**src/rtl/bcd_counter_ndigit.sv**
```systemverilog
// bcd_counter_ndigit: parametrised N-digit BCD up/down counter.
// Parameters:
//   DIGITS  number of BCD digits (1..8), range 0 .. 10^DIGITS-1
//   WRAP    0 = hold at max/min, 1 = roll over max->0 and 0->max
// Ports:
//   clk       rising-edge clock
//   reset     asynchronous active-low reset
//   inc/dec   count up / count down requests (both or neither = hold)
//   clr       synchronous clear (highest priority)
//   load      synchronous parallel load of load_val (nibbles >9 clamp to 9)
//   load_val  BCD load value, digit i at [4i+3:4i]
//   bcd       current count, digit 0 (LSD) at [3:0]
//   at_max    count is all nines
//   at_min    count is all zeros
//   ovf/unf   one-cycle pulse when an increment at max / decrement at min is attempted
module bcd_counter_ndigit #(
    parameter int unsigned DIGITS = 2,
    parameter int unsigned WRAP   = 0
) (
    input  logic                  clk,
    input  logic                  reset,
    input  logic                  inc,
    input  logic                  dec,
    input  logic                  clr,
    input  logic                  load,
    input  logic [4*DIGITS-1:0]   load_val,
    output logic [4*DIGITS-1:0]   bcd,
    output logic                  at_max,
    output logic                  at_min,
    output logic                  ovf,
    output logic                  unf
);

    localparam int unsigned W = 4 * DIGITS;

    logic [W-1:0] bcd_q, bcd_d;
    logic         at_max_q, at_max_d;
    logic         at_min_q, at_min_d;
    logic         ovf_q, ovf_d;
    logic         unf_q, unf_d;

    logic [W-1:0]    inc_val, dec_val, clamp_val;
    logic [DIGITS:0] carry, borrow;
    logic            cur_max, cur_min;

    // True when every nibble of v is 9.
    function automatic logic all_nines(input logic [W-1:0] v);
        logic r;
        r = 1'b1;
        for (int unsigned i = 0; i < DIGITS; i++) begin
            if (v[4*i +: 4] != 4'd9) r = 1'b0;
        end
        return r;
    endfunction

    // Ripple incrementer / decrementer and per-digit load clamp.
    always_comb begin
        inc_val   = '0;
        dec_val   = '0;
        clamp_val = '0;
        carry     = '0;
        borrow    = '0;
        carry[0]  = 1'b1;
        borrow[0] = 1'b1;
        for (int unsigned i = 0; i < DIGITS; i++) begin
            if (carry[i]) begin
                inc_val[4*i +: 4] = (bcd_q[4*i +: 4] == 4'd9) ? 4'd0 : 4'(bcd_q[4*i +: 4] + 4'd1);
            end else begin
                inc_val[4*i +: 4] = bcd_q[4*i +: 4];
            end
            carry[i+1] = carry[i] & (bcd_q[4*i +: 4] == 4'd9);

            if (borrow[i]) begin
                dec_val[4*i +: 4] = (bcd_q[4*i +: 4] == 4'd0) ? 4'd9 : 4'(bcd_q[4*i +: 4] - 4'd1);
            end else begin
                dec_val[4*i +: 4] = bcd_q[4*i +: 4];
            end
            borrow[i+1] = borrow[i] & (bcd_q[4*i +: 4] == 4'd0);

            clamp_val[4*i +: 4] = (load_val[4*i +: 4] > 4'd9) ? 4'd9 : load_val[4*i +: 4];
        end
    end

    // Command priority: clr, load, then inc/dec; flags decode the next count.
    always_comb begin
        bcd_d   = bcd_q;
        ovf_d   = 1'b0;
        unf_d   = 1'b0;
        cur_max = carry[DIGITS];
        cur_min = borrow[DIGITS];
        if (clr) begin
            bcd_d = '0;
        end else if (load) begin
            bcd_d = clamp_val;
        end else if (inc && !dec) begin
            ovf_d = cur_max;
            // At max the rippled value is already all zeros.
            if (!cur_max || (WRAP != 0)) bcd_d = inc_val;
        end else if (dec && !inc) begin
            unf_d = cur_min;
            // At min the rippled value is already all nines.
            if (!cur_min || (WRAP != 0)) bcd_d = dec_val;
        end
        at_max_d = all_nines(bcd_d);
        at_min_d = (bcd_d == '0);
    end

    always_ff @(posedge clk or negedge reset) begin
        if (!reset) begin
            bcd_q    <= '0;
            at_max_q <= 1'b0;
            at_min_q <= 1'b1;
            ovf_q    <= 1'b0;
            unf_q    <= 1'b0;
        end else begin
            bcd_q    <= bcd_d;
            at_max_q <= at_max_d;
            at_min_q <= at_min_d;
            ovf_q    <= ovf_d;
            unf_q    <= unf_d;
        end
    end

    assign bcd    = bcd_q;
    assign at_max = at_max_q;
    assign at_min = at_min_q;
    assign ovf    = ovf_q;
    assign unf    = unf_q;

endmodule

```
**config.mk**
```make
export PLATFORM = sky130hd
export DESIGN_NAME = bcd_counter_ndigit
export DESIGN_NICKNAME = d
export VERILOG_FILES = /design/src/rtl/bcd_counter_ndigit.sv
export SDC_FILE = /design/constraint.sdc
export NUM_CORES = 1
export LEC_CHECK = 0
export CAP_MARGIN = 5
export CORE_UTILIZATION = 52
export CTS_BUF_LIST = sky130_fd_sc_hd__clkbuf_4 sky130_fd_sc_hd__clkbuf_8
export CTS_CLUSTER_DIAMETER = 100
export DETAILED_ROUTE_END_ITERATION = 10
export HOLD_SLACK_MARGIN = 0.12
export PLACE_DENSITY = 0.78
export SLEW_MARGIN = 20
export SYNTH_ARGS = -nofsm -noshare
export SYNTH_HDL_FRONTEND = slang
export SYNTH_SLANG_ARGS = --single-unit
```
**constraint.sdc**
```tcl
create_clock -name clk -period 2.41 [get_ports clk]
set_input_delay 0.482 -clock clk [delete_from_list [all_inputs] [get_ports clk]]
set_output_delay 0.482 -clock clk [all_outputs]
set_load 0.03 [all_outputs]
```
==> metrics <==
drt drc=0; Initial Util=55.0%; Final Wtd Congestion=0.947; share of cells above drive strength 1=between 20% and 30%; area of the multi-input gates=between 800 and 900 µm²; CTS buffer count=3; final total power=0.698 mW; hold-fix buffers at CTS=0; Clock Skews=0.00393 ns; global-route wire length before repair=around 5800 µm; gr usage total=30.0%; clk root buf=clkbuf_4; Rows=17; Slew @ Worst Pin=0.568 ns; total gr overflow=0; die height=just over 50 µm; Max H-tree Level=1; die area=between 2000 and 3000 µm²; via count=1294; post-DP HPWL=~2800 µm; status=complete, no violations; Max Clk Rate=445 MHz; post-synthesis register bit count=12; PwrDens=417 nW/µm²; max cap viols=0; diode count=0; worst skew pair latency=0.27 ns; unrepaired setup endpoints after global routing=false; CP arrival=2.43 ns; drt first pass iters=4; die width=50.4 µm; ys async rst share=100%; Area growth syn-to-layout=37.8%; clock tree from TritonCTS=done; PortBufs=25; Worst slew margin=between 60% and 70%; layout net count=205; area leader, netlist=dfrtp_1; CP required=2.59 ns; clk buf depth=2; combinational power share=47.2%; Fillers=166; Cells after Synth=139; share of the synthesized area in the top cell type=22.6%; Internal Power=between 0.4 and 0.5 mW; crit path kind=flop to flop; synth top area cells=dfrtp_1, ha_1, inv_1; syn nets=159; Sequential Area=302 µm²; Syn Std Cell Area=about 1200 µm²; Top Ports=26; sequential share of the synthesized area=24.8%; post-layout util=75.7%; Pleak=0.711 nW; Max rail drop VDD=0.000447 V; worst hold slack=0.573 ns; core footprint=2210 µm²; top_reg_cell synth=dfrtp_1; hold crit path type=input port to asynchronous set/reset pin; fin crit period=2.25 ns; vias per inst=6.10; Clk pwr share=between 20% and 30%; remaining antenna violation count after routing=0; CP Launch Type=flop; CP Max Fanout=6; Slew Limit Fails=0; initial antenna violation count=0; top-count cell post-synth=inv_1; final hold vios=0; Final Setup Violations=0; Sequential Power Share=32.6%; syn avg cell area=approximately 8.7 µm²; fin crit share=about 93%; clk sinks=12; Synthesis Warnings=0; sw frac=36.5%; post-synth cell types=57; NetSw=0.255 mW; vias in the first global route=1307; Setup crit end kind=flop; largest net degree at the start of global routing=14; Iter 0 DRT Violations=42; Post-synth top cells=inv_1, dfrtp_1, nand2_1, o21ai_0, a21oi_1; WL per Instance=17.0 µm; routed wire length=3610 µm; Post-synth EDFFs=0; CTS clock-pin slew for the worst setup and hold paths=0.08 ns
==> worst paths after layout <==
check	from	end	slack, ns	depth (start not counted)
max reg2reg	bcd[4]$_DFF_PN0_	at_min$_DFF_PN1_	0.16	7
min	reset	bcd[4]$_DFF_PN0_	0.57	1
min reg2reg	bcd[3]$_DFF_PN0_	unf$_DFF_PN0_	0.68	2
min in group clk	bcd[3]$_DFF_PN0_	unf$_DFF_PN0_	0.68	2
max	bcd[4]$_DFF_PN0_	at_min$_DFF_PN1_	0.16	7
max in group asynchronous	reset	at_min$_DFF_PN1_	1.46	1
==> sequential cells by signal, indices dropped and copies added (netlist names) <==
register / flops
bcd: 8
at_max: 1
at_min: 1
ovf: 1
unf: 1
==> area by class of cell <==
cell class,count,area share [%]
clock buffer,4,1.79
inverter,13,2.91
multi-input combinational,104,48.6
sequential,12,18.0
tap,28,2.09
timing repair buffer,51,26.6
==> power groups by stage <==
stage               sequential [mW]  combinational, mW  clock (mW)
finish                        0.227              0.330       0.141
global route                  0.229              0.352       0.150
CTS                           0.227              0.320       0.142
detailed placement            0.230              0.318           0
global placement              0.230              0.311           0
floorplan                     0.259              0.167           0
==> kinds of logic after synthesis <==
kind of cell	Yosys count	share of synthesized area (%)
simple gates	52	28.4
compound gates	46	31.5
buf+inv	23	9.16
flops	12	24.8
fa+ha+maj	6	6.17
==> repair_timing <==
action | 4_1_cts | 5_1_grt
buffers inserted | 0 | 0
endpoints found under the setup margin | 0 | 1
resized for setup | 0 | 3
==> routing by layer <==
layer	vias up	wire length, µm	GRT usage, %
met3	10	237	3.94
met4	0	55	13.4
met5	-	0	0
li1	619	-	-
met1	606	1600	40.5
met2	59	1720	47.6
==> stage by stage <==
| stage | instances | setup WS [ns] | area [µm²] | TNS, ns |
|---|---|---|---|---|
| final | 212 | 0.161 | 1680 | 0 |
| after global routing | 212 | 0.00795 | 1680 | 0 |
| after CTS | 212 | 0.121 | 1660 | 0 |
| after detailed placement | 208 | -0.0316 | 1630 | -0.0488 |
| after global placement | 208 | -0.0109 | 1630 | -0.0127 |
| after floorplan | 139 | 0.0293 | 1220 | 0 |
==> critical path: stages (launching register included) <==
cell	delay (ns)
dfrtp_1	0.44
inv_1	0.09
ha_2	0.23
or3b_4	0.42
a2111oi_4	0.37
o22ai_2	0.13
or2_1	0.24
nor4_2	0.24
==> cell usage in the layout (no fill, tap or decap), types with 2 or more instances in the layout <==
cell | netlist | layout
clkdlybuf4s50_1 | 0 | 25
dfrtp_1 | 11 | 11
or3b_4 | 1 | 2
nor4_1 | 4 | 4
a221oi_1 | 2 | 2
and3b_1 | 3 | 3
inv_1 | 13 | 13
nand3_1 | 2 | 2
a211oi_1 | 2 | 2
o21ai_0 | 8 | 8
nor2b_1 | 3 | 3
buf_4 | 1 | 26
nor3_1 | 4 | 4
nor2_1 | 5 | 5
or2_2 | 2 | 2
nand2_1 | 9 | 9
a22o_1 | 2 | 2
a31oi_1 | 4 | 4
nand2b_1 | 4 | 4
nand3b_1 | 3 | 3
a21oi_1 | 7 | 7
clkbuf_4 | 0 | 4
ha_1 | 6 | 5
No activity file was read; power rests on OpenSTA's default activity.
